$ cat config.mk
export PLATFORM = sky130hd
export DESIGN_NAME = div_ctrl
export DESIGN_NICKNAME = d
export VERILOG_FILES = /design/src/rtl/div_ctrl.sv
export SDC_FILE = /design/constraint.sdc
export NUM_CORES = 1
export LEC_CHECK = 0
export ABC_AREA = 1
export BUFFER_PORTS_ARGS = -buffer_cell sky130_fd_sc_hd__buf_2
export CAP_MARGIN = 20
export CELL_PAD_IN_SITES_DETAIL_PLACEMENT = 1
export CELL_PAD_IN_SITES_GLOBAL_PLACEMENT = 2
export CORE_ASPECT_RATIO = 0.8
export CORE_MARGIN = 2
export CORE_UTILIZATION = 30
export CTS_BUF_LIST = sky130_fd_sc_hd__clkbuf_8
export CTS_CLUSTER_SIZE = 24
export DETAILED_ROUTE_END_ITERATION = 7
export GPL_ROUTABILITY_DRIVEN = 1
export HOLD_SLACK_MARGIN = 0.08
export PLACE_DENSITY_LB_ADDON = 0.1
export SYNTH_ARGS = -nofsm -noshare
export SYNTH_HDL_FRONTEND = slang
export SYNTH_SLANG_ARGS = --single-unit
$ cat constraint.sdc
create_clock -name clk -period 2.7 [get_ports clk]
set_input_delay 0.27 -clock clk [delete_from_list [all_inputs] [get_ports clk]]
set_output_delay 0.27 -clock clk [all_outputs]
set_load 0.02 [all_outputs]
$ cat src/rtl/div_ctrl.sv
// Iterative radix-2 restoring divider for RV64M DIV/DIVU/REM/REMU and the W forms.
// The request is latched at accept and the operands are conditioned in PREP.
// Divide-by-zero and signed overflow skip the iteration.
// Otherwise there is one CALC cycle per quotient bit, then the signs are fixed up in FIX.
// The result is held in DONE until it is accepted.
module div_ctrl #(
  parameter int unsigned XLEN = 64
) (
  input  logic            clk,
  input  logic            resetn,
  input  logic            flush,
  input  logic            in_valid,
  output logic            in_ready,
  input  logic [7:0]      div_op,
  input  logic [XLEN-1:0] div_src1,
  input  logic [XLEN-1:0] div_src2,
  output logic            out_valid,
  input  logic            out_ready,
  output logic [XLEN-1:0] div_result,
  output logic            busy
);

  localparam int unsigned HALF = XLEN / 2;
  localparam int unsigned CW   = $clog2(XLEN + 1);

  typedef enum logic [2:0] {
    S_IDLE,
    S_PREP,
    S_CALC,
    S_FIX,
    S_DONE
  } state_t;

  state_t state_q, state_d;

  logic [7:0]      op_q, op_d;
  logic [XLEN-1:0] src1_q, src1_d;
  logic [XLEN-1:0] src2_q, src2_d;
  logic [XLEN-1:0] rem_q, rem_d;
  logic [XLEN-1:0] quo_q, quo_d;
  logic [XLEN-1:0] dvs_q, dvs_d;
  logic [CW-1:0]   cnt_q, cnt_d;
  logic            negq_q, negq_d;
  logic            negr_q, negr_d;
  logic [XLEN-1:0] result_q, result_d;
  logic            out_valid_q, out_valid_d;

  // Decode of the latched op: {div,divu,rem,remu,divw,divuw,remw,remuw}
  logic is_w, is_sgn, is_rem;
  assign is_w   = |op_q[3:0];
  assign is_sgn = op_q[7] | op_q[5] | op_q[3] | op_q[1];
  assign is_rem = op_q[5] | op_q[4] | op_q[1] | op_q[0];

  // Operand conditioning used in PREP
  logic [XLEN-1:0] a_ext, b_ext, a_abs, b_abs, min_val, spec_val;
  logic            a_neg, b_neg, div0, ovf;

  assign a_ext = !is_w ? src1_q :
                 is_sgn ? {{HALF{src1_q[HALF-1]}}, src1_q[HALF-1:0]} :
                          {{HALF{1'b0}}, src1_q[HALF-1:0]};
  assign b_ext = !is_w ? src2_q :
                 is_sgn ? {{HALF{src2_q[HALF-1]}}, src2_q[HALF-1:0]} :
                          {{HALF{1'b0}}, src2_q[HALF-1:0]};
  assign a_neg   = is_sgn & a_ext[XLEN-1];
  assign b_neg   = is_sgn & b_ext[XLEN-1];
  assign a_abs   = a_neg ? (~a_ext + 1'b1) : a_ext;
  assign b_abs   = b_neg ? (~b_ext + 1'b1) : b_ext;
  assign min_val = is_w ? {{(HALF+1){1'b1}}, {(HALF-1){1'b0}}} : {1'b1, {(XLEN-1){1'b0}}};
  assign div0    = (b_ext == '0);
  assign ovf     = is_sgn & (&b_ext) & (a_ext == min_val);
  assign spec_val = div0 ? (is_rem ? a_ext : '1) : (is_rem ? '0 : a_ext);

  // One restoring step: shift {rem,quo} left and try to subtract the divisor
  logic [XLEN:0]   shifted;
  logic [XLEN+1:0] trial;
  assign shifted = {rem_q, quo_q[XLEN-1]};
  assign trial   = {1'b0, shifted} - {2'b00, dvs_q};

  // Sign fix-up and selection
  logic [XLEN-1:0] q_fix, r_fix, sel_fix;
  assign q_fix   = negq_q ? (~quo_q + 1'b1) : quo_q;
  assign r_fix   = negr_q ? (~rem_q + 1'b1) : rem_q;
  assign sel_fix = is_rem ? r_fix : q_fix;

  // State register
  always_ff @(posedge clk or negedge resetn) begin
    if (!resetn) state_q <= S_IDLE;
    else         state_q <= state_d;
  end

  // Next-state logic; flush overrides every transition
  always_comb begin
    state_d = state_q;
    case (state_q)
      S_IDLE:  if (in_valid) state_d = S_PREP;
      S_PREP:  state_d = (div0 | ovf) ? S_DONE : S_CALC;
      S_CALC:  if (cnt_q == CW'(1)) state_d = S_FIX;
      S_FIX:   state_d = S_DONE;
      S_DONE:  if (out_valid_q & out_ready) state_d = S_IDLE;
      default: state_d = S_IDLE;
    endcase
    if (flush) state_d = S_IDLE;
  end

  // FSM outputs
  always_comb begin
    busy     = (state_q != S_IDLE);
    in_ready = (state_q == S_IDLE) & ~flush;
  end

  // Datapath next-state
  always_comb begin
    op_d     = op_q;
    src1_d   = src1_q;
    src2_d   = src2_q;
    rem_d    = rem_q;
    quo_d    = quo_q;
    dvs_d    = dvs_q;
    cnt_d    = cnt_q;
    negq_d   = negq_q;
    negr_d   = negr_q;
    result_d = result_q;
    case (state_q)
      S_IDLE: begin
        if (in_valid & in_ready) begin
          op_d   = div_op;
          src1_d = div_src1;
          src2_d = div_src2;
        end
      end
      S_PREP: begin
        if (div0 | ovf) begin
          result_d = is_w ? {{HALF{spec_val[HALF-1]}}, spec_val[HALF-1:0]} : spec_val;
        end else begin
          rem_d  = '0;
          // W dividends sit in the upper half so the same MSB-first shift applies
          quo_d  = is_w ? {a_abs[HALF-1:0], {HALF{1'b0}}} : a_abs;
          dvs_d  = b_abs;
          cnt_d  = is_w ? CW'(HALF) : CW'(XLEN);
          negq_d = a_neg ^ b_neg;
          negr_d = a_neg;
        end
      end
      S_CALC: begin
        if (!trial[XLEN+1]) begin
          rem_d = trial[XLEN-1:0];
          quo_d = {quo_q[XLEN-2:0], 1'b1};
        end else begin
          rem_d = shifted[XLEN-1:0];
          quo_d = {quo_q[XLEN-2:0], 1'b0};
        end
        cnt_d = cnt_q - CW'(1);
      end
      S_FIX: begin
        result_d = is_w ? {{HALF{sel_fix[HALF-1]}}, sel_fix[HALF-1:0]} : sel_fix;
      end
      default: ;
    endcase
  end

  // out_valid rises the cycle after DONE is entered and drops on handshake or flush
  always_comb begin
    out_valid_d = (state_q == S_DONE) & ~(out_valid_q & out_ready) & ~flush;
  end

  // Datapath registers
  always_ff @(posedge clk or negedge resetn) begin
    if (!resetn) begin
      op_q        <= '0;
      src1_q      <= '0;
      src2_q      <= '0;
      rem_q       <= '0;
      quo_q       <= '0;
      dvs_q       <= '0;
      cnt_q       <= '0;
      negq_q      <= 1'b0;
      negr_q      <= 1'b0;
      result_q    <= '0;
      out_valid_q <= 1'b0;
    end else begin
      op_q        <= op_d;
      src1_q      <= src1_d;
      src2_q      <= src2_d;
      rem_q       <= rem_d;
      quo_q       <= quo_d;
      dvs_q       <= dvs_d;
      cnt_q       <= cnt_d;
      negq_q      <= negq_d;
      negr_q      <= negr_d;
      result_q    <= result_d;
      out_valid_q <= out_valid_d;
    end
  end

  assign out_valid  = out_valid_q;
  assign div_result = result_q;

endmodule

# Word level (Yosys, flattened, before mapping)
# Index checks and enable logic that the tools add are counted.
[totals]
reg_bits = 405
in_bits = 141
out_inout_bits = 67
elab_cells = 98
[op_classes]
add_sub_neg = 6
eq_ne = 11
mux = 33
bitwise = 24
reduce_logical = 12
[op_table]
columns = ["op", "n"]
rows = [
  ["2-to-1 mux 64 bit", 19],
  ["one-hot mux 64 bit (2 select lines)", 3],
  ["adder 64 x 1 -> 64 bit, second input constant", 4],
  ["inverter 64 bit", 4],
  ["subtractor 65 x 64 -> 66 bit", 1],
  ["== test 64 bit", 1],
  ["logical NOT 64 bit", 1],
  ["AND reduction 64 bit", 1],
  ["2-to-1 mux 63 bit", 1],
  ["2-to-1 mux 3 bit", 5],
  ["one-hot mux 3 bit (5 select lines)", 1],
  ["2-to-1 mux 7 bit", 2],
  ["one-hot mux 7 bit (2 select lines)", 1],
  ["AND 1 bit", 9],
  ["!= test 3 bit, second input constant", 3],
  ["AND reduction 2 bit", 4],
  ["== test 7 x 1 -> 1 bit, second input constant", 1],
  ["OR 1 bit", 7],
  ["subtractor 7 x 1 -> 7 bit, second input constant", 1],
  ["== test 3 x 2 -> 1 bit, second input constant", 2],
  ["!= test 2 bit, second input constant", 2],
  ["nonzero test 2 bit", 2],
  ["OR reduction 4 bit", 1],
  ["== test 3 x 1 -> 1 bit, second input constant", 1],
  ["7 further kinds", 9],
]

# Depth between registers and ports, before layout
[depth]
depth_word = 12
depth_mapped = 19
ltp_nobuf = 19

# Least setup slack after synthesis
# No wires, ideal clock.
[synth_timing]
kind = "reg2reg"
from = "register rem_q[43]"
to = "register rem_q[61]"
setup_time_ps = 117
t_arrival_ps = 2416
required_time_ps = 2583
slack_ps = 168
stages_incl_launch_ff = 15
n_path_buf = 2
period_less_slack_ps = 2532
cell_sequence = "dfrtp_1 ha_1 a21oi_1 o21ai_0 nand2_1 and2_1 o21ai_0 a21oi_1 nand3_1 buf_2 buf_4 nand2_1 o21ai_0 nand2_1 nand2_1"
[synth_between]
elab_chain_cells = 3
[synth_rtl]
columns = ["element", "line_no", "rtl"]
rows = [
  ["start, declared", "39", "logic [XLEN-1:0] rem_q, rem_d;"],
  ["start signal, assigned", "184", "rem_q <= rem_d;"],
  ["subtractor 65 x 64 -> 66 bit", "77", "assign trial = {1'b0, shifted} - {2'b00, dvs_q};"],
  ["2-to-1 mux 64 bit", "145", "if (!trial[XLEN+1]) begin"],
  ["one-hot mux 64 bit (2 select lines)", "123", "case (state_q)"],
]
# No other way between the ends.
# A chain may end at the register's enable or synchronous reset.

# Final worst setup path
[layout_timing]
from = "register op_q[1]"
to = "register quo_q[10]"
[layout_between]
elab_chain_cells = 9
word_cells_on_any_way = 22
classes_between = "add/sub (1); eq/ne (2); mux (9); bitwise (6); reduce/logical (4)"
[layout_rtl]
columns = ["element", "line_no", "rtl"]
rows = [
  ["start, declared", "36", "logic [7:0] op_q, op_d;"],
  ["start signal, assigned", "181", "op_q <= op_d;"],
  ["branches (longest 9 deep; another with adder 64 x 1 -> 64 bit)", "-", ""],
  ["end signal, assigned", "185", "quo_q <= quo_d;"],
  ["end, declared", "40", "logic [XLEN-1:0] quo_q, quo_d;"],
]
# Parallel ways; which one is timed is not known. The select of a mux whose other input is x is not followed.

==> metrics.yaml <==
status:
  status: "finished, violations left"
  violations: "negative setup slack"
layout:
  final_cells: 8505
  design_area_mm2: 0.0515
  register_area_mm2: 0.0101
  area_growth_pct: 50.9
  multiInputGateArea_mm2: 0.0231
  drive_gt1_share_pct: 30.1
  nNetsFinal: 7144
  nFillCells: 14753
  final_core_util_pct: 45.7
setup_path:
  setup.worst_path.end: "quo_q[10]"
  r2r_start: "op_q[1]"
  worst_setup_path_end_kind: "flop"
  reg2reg_to: "quo_q[10]"
  cp-start-kind: "flop"
  ff2ff_path_depth: 17
  cp.required_ns: 3.37
  r2r_setup_slack_ns: -0.09
  crit_type: "reg2reg"
  arrival_ns: 3.46
  crit_fanout: 8
  cp-startpoint: "op_q[1]"
sta:
  slew_viol_final: 0
  rsz0062_at_grt: "true"
  final_hold_viol_count: 0
  worst-slew-pin-transition_ns: 0.833
  period_share_pct: 103
  fin_ws_ns: -0.0943
  skew_ns: 0.0515
  fmax_mhz: 358
  setup-violations-final: 120
  timing.final.crit_period_ns: 2.79
  whs_ns: 0.140
  relSlewSlack_pct: 43.9
power:
  switching_share_pct: 54.7
  ir_drop_mv: 0.757
  p_seq_share_pct: 14.0
  combPwrFrac_pct: 77.4
  internal_power_mw: 37.0
  p_leak_nw: 26.1
  p_clk_share_pct: 8.5
  switching_power_mw: 44.7
  powerDensity_mw_per_mm2: 1590
cts:
  cts.clk_slew.worst_paths_ns: 0.06
  cts_buffer_depth: 3
  cts_tree: "built"
  clk_root_buffer_cell: "clkbuf_8"
  htree_levels: 3
  numCtsBuffers: 78
  clock_sinks: 404
  clkLatencyLatePin_ns: 0.81
yosys:
  synth_edf_count: 0
  postSynthAreaPerCell_um2: 6.10
  ys.flop_type: "dfrtp_1"
  yosysMostFrequentCell: "nand2_1"
  ys_types: 52
  yosysTopAreaCell: "dfrtp_1"
  synthCells: 5592
  synth_common_cells: "1673 x nand2_1, 763 x nor2_1, 647 x nand3_1"
  yosysTopAreaCellShare_pct: 29.6
  synth_area_leaders: "dfrtp_1 30%, nand2_1 18%, nand3_1 9.5%"
  synth-async-reset-ratio_pct: 100
  yosysWarningCount: 0
  synth.net_count: 5805
  yosysSeqAreaShare_pct: 29.6
  synth.ff_latch_count: 404
  syn_area_mm2: 0.0341
placed_design:
  post-dp-hpwl_um: 170000
  placed_area_mm2: 0.0446
  gp_congestion: 0.997
  dp_slack_ns: -0.302
  portBuffers: 206
  placed_cells: 8137
detailed_routing:
  wirelength_um: 213000
  wl_met2_um: 82900
  wl_per_cell_um: 25.0
  met3_length_um: 20400
  first_pass_iters: 6
  top_layer: "met5"
  wl_met1_um: 104000
  viasPerCell: 5.30
  drc: 0
  vias: 45035
  antenna_left: 0
  drtIter0Drc: 4300
global_route:
  grt_util_all_layers_pct: 34.9
  gr-total-overflow: 0
  grt_pass1_vias: 44073
  grt_max_degree: 80
  antenna_found_initial: 17
  grt_pass1_wl_um: 300000
worst_hold_path:
  worstHoldStart: "out_ready"
  hp-class: "in2reg"
job:
  cap_viol_max_count: 0
floorplanning:
  dieWidth_um: 381
  die_h_um: 306
  ioPinCount: 208
  rows: 110
  coreArea_mm2: 0.113
  die_area_mm2: 0.116
  initial_utilization_pct: 30.3
[registers in the layout, summed over array words and instances, names as in the netlist]
name        flops
negq_q          1
state_q         3
src2_q         64
quo_q          64
div_result     64
cnt_q           7
op_q            7
rem_q          64
src1_q         64
negr_q          1
dvs_q          64
out_valid       1
[metal layers]
metal  track usage (%)  up-vias
li1                  -    20888
met1              53.8    22324
met2              47.1     1620
met3              9.28      199
met4              8.14        4
met5                 0        -
[cell families after synthesis]
| kind of cell | after synthesis | share of synthesized area, % |
|---|---|---|
| XOR/XNOR | 117 | 3.01 |
| AND/OR/NAND/NOR | 3330 | 41.0 |
| flip-flops | 404 | 29.6 |
| multiplexers | 54 | 1.78 |
| buffers and inverters | 777 | 9.22 |
| adder cells (fa/ha/maj) | 72 | 2.66 |
| AO/OA/AOI/OAI | 838 | 12.7 |
[how the worst min path moves through the flow]
stage	to	cells after the start
2_1_floorplan	cnt_q[0]	0
3_3_place_gp	src2_q[39]	1
3_5_place_dp	src2_q[39]	1
4_1_cts	src2_q[3]	3
5_1_grt	src2_q[27]	3
6_report	state_q[2]	4
[cells in the final DEF, fill, tap and decap left out, drive strengths merged, types with 2 or more instances in the layout]
cell / instances
a31oi: 4
o21bai: 6
o31ai: 4
dlygate4sd3: 138
nand3: 653
o21ai: 477
a21o: 9
ha: 71
clkbuf: 118
buf: 1325
diode: 8
nor4: 6
or2: 10
and2: 4
o211ai: 10
clkinv: 18
xor2: 78
nor2: 773
o22ai: 18
clkinvlp: 3
nor3: 46
nand2: 1689
nand4: 128
bufinv: 6
nand3b: 17
o21a: 7
and3: 3
mux2: 54
a21boi: 2
a21oi: 296
dfrtp: 404
xnor2: 39
inv: 562
[stage by stage]
| step | power [mW] | TNS, ns |
|---|---|---|
| final | 81.7 | -4.73 |
| after global routing | 86.7 | -29.59 |
| after CTS | 75.3 | -0.0287 |
| after detailed placement | 66.1 | -30.17 |
| after global placement | 65.3 | -32.17 |
| after floorplan | 36.2 | 0 |
[power groups by stage]
stage	Clock (mW)	Combinational, mW	Sequential, mW
6_report	6.98	63.2	11.5
5_1_grt	7.37	67.6	11.7
4_1_cts	7.10	57.0	11.2
3_5_place_dp	0	54.9	11.2
3_3_place_gp	0	54.2	11.2
2_1_floorplan	0	25.3	10.8
[final cells by class]
| type | instances | area share, % |
|---|---|---|
| multi-input cells | 4411 | 44.9 |
| inverters | 549 | 4.05 |
| clock buffers | 94 | 2.51 |
| clock inverters | 40 | 0.742 |
| well taps | 1512 | 3.68 |
| repair buffers | 1487 | 24.4 |
| diodes | 8 | 0.0389 |
| flip-flops and latches | 404 | 19.7 |
[what timing repair did]
action | in CTS | in global routing
setup endpoints to repair | 264 | 266
hold buffers | 139 | 0
endpoints found under the hold margin | 397 | 0
gates cloned | 4 | 27
resized for setup | 196 | 570
pin swaps | 36 | 85
buffers inserted | 31 | 29
[worst max-delay path, stage by stage (launching register included)]
cell	delay, ns
dfrtp_2	0.45
nor2_4	0.17
nand2_4	0.13
inv_8	0.12
clkbuf_16	0.14
nand2_1	0.08
buf_4	0.16
o21ai_0	0.18
nand3_1	0.10
nor2_1	0.12
buf_4	0.15
nand3_4	0.08
nand3_4	0.14
nand2_8	0.13
buf_16	0.21
clkbuf_16	0.18
nand2_1	0.06
o21ai_1	0.06
Power figures use the tool's default switching activity.
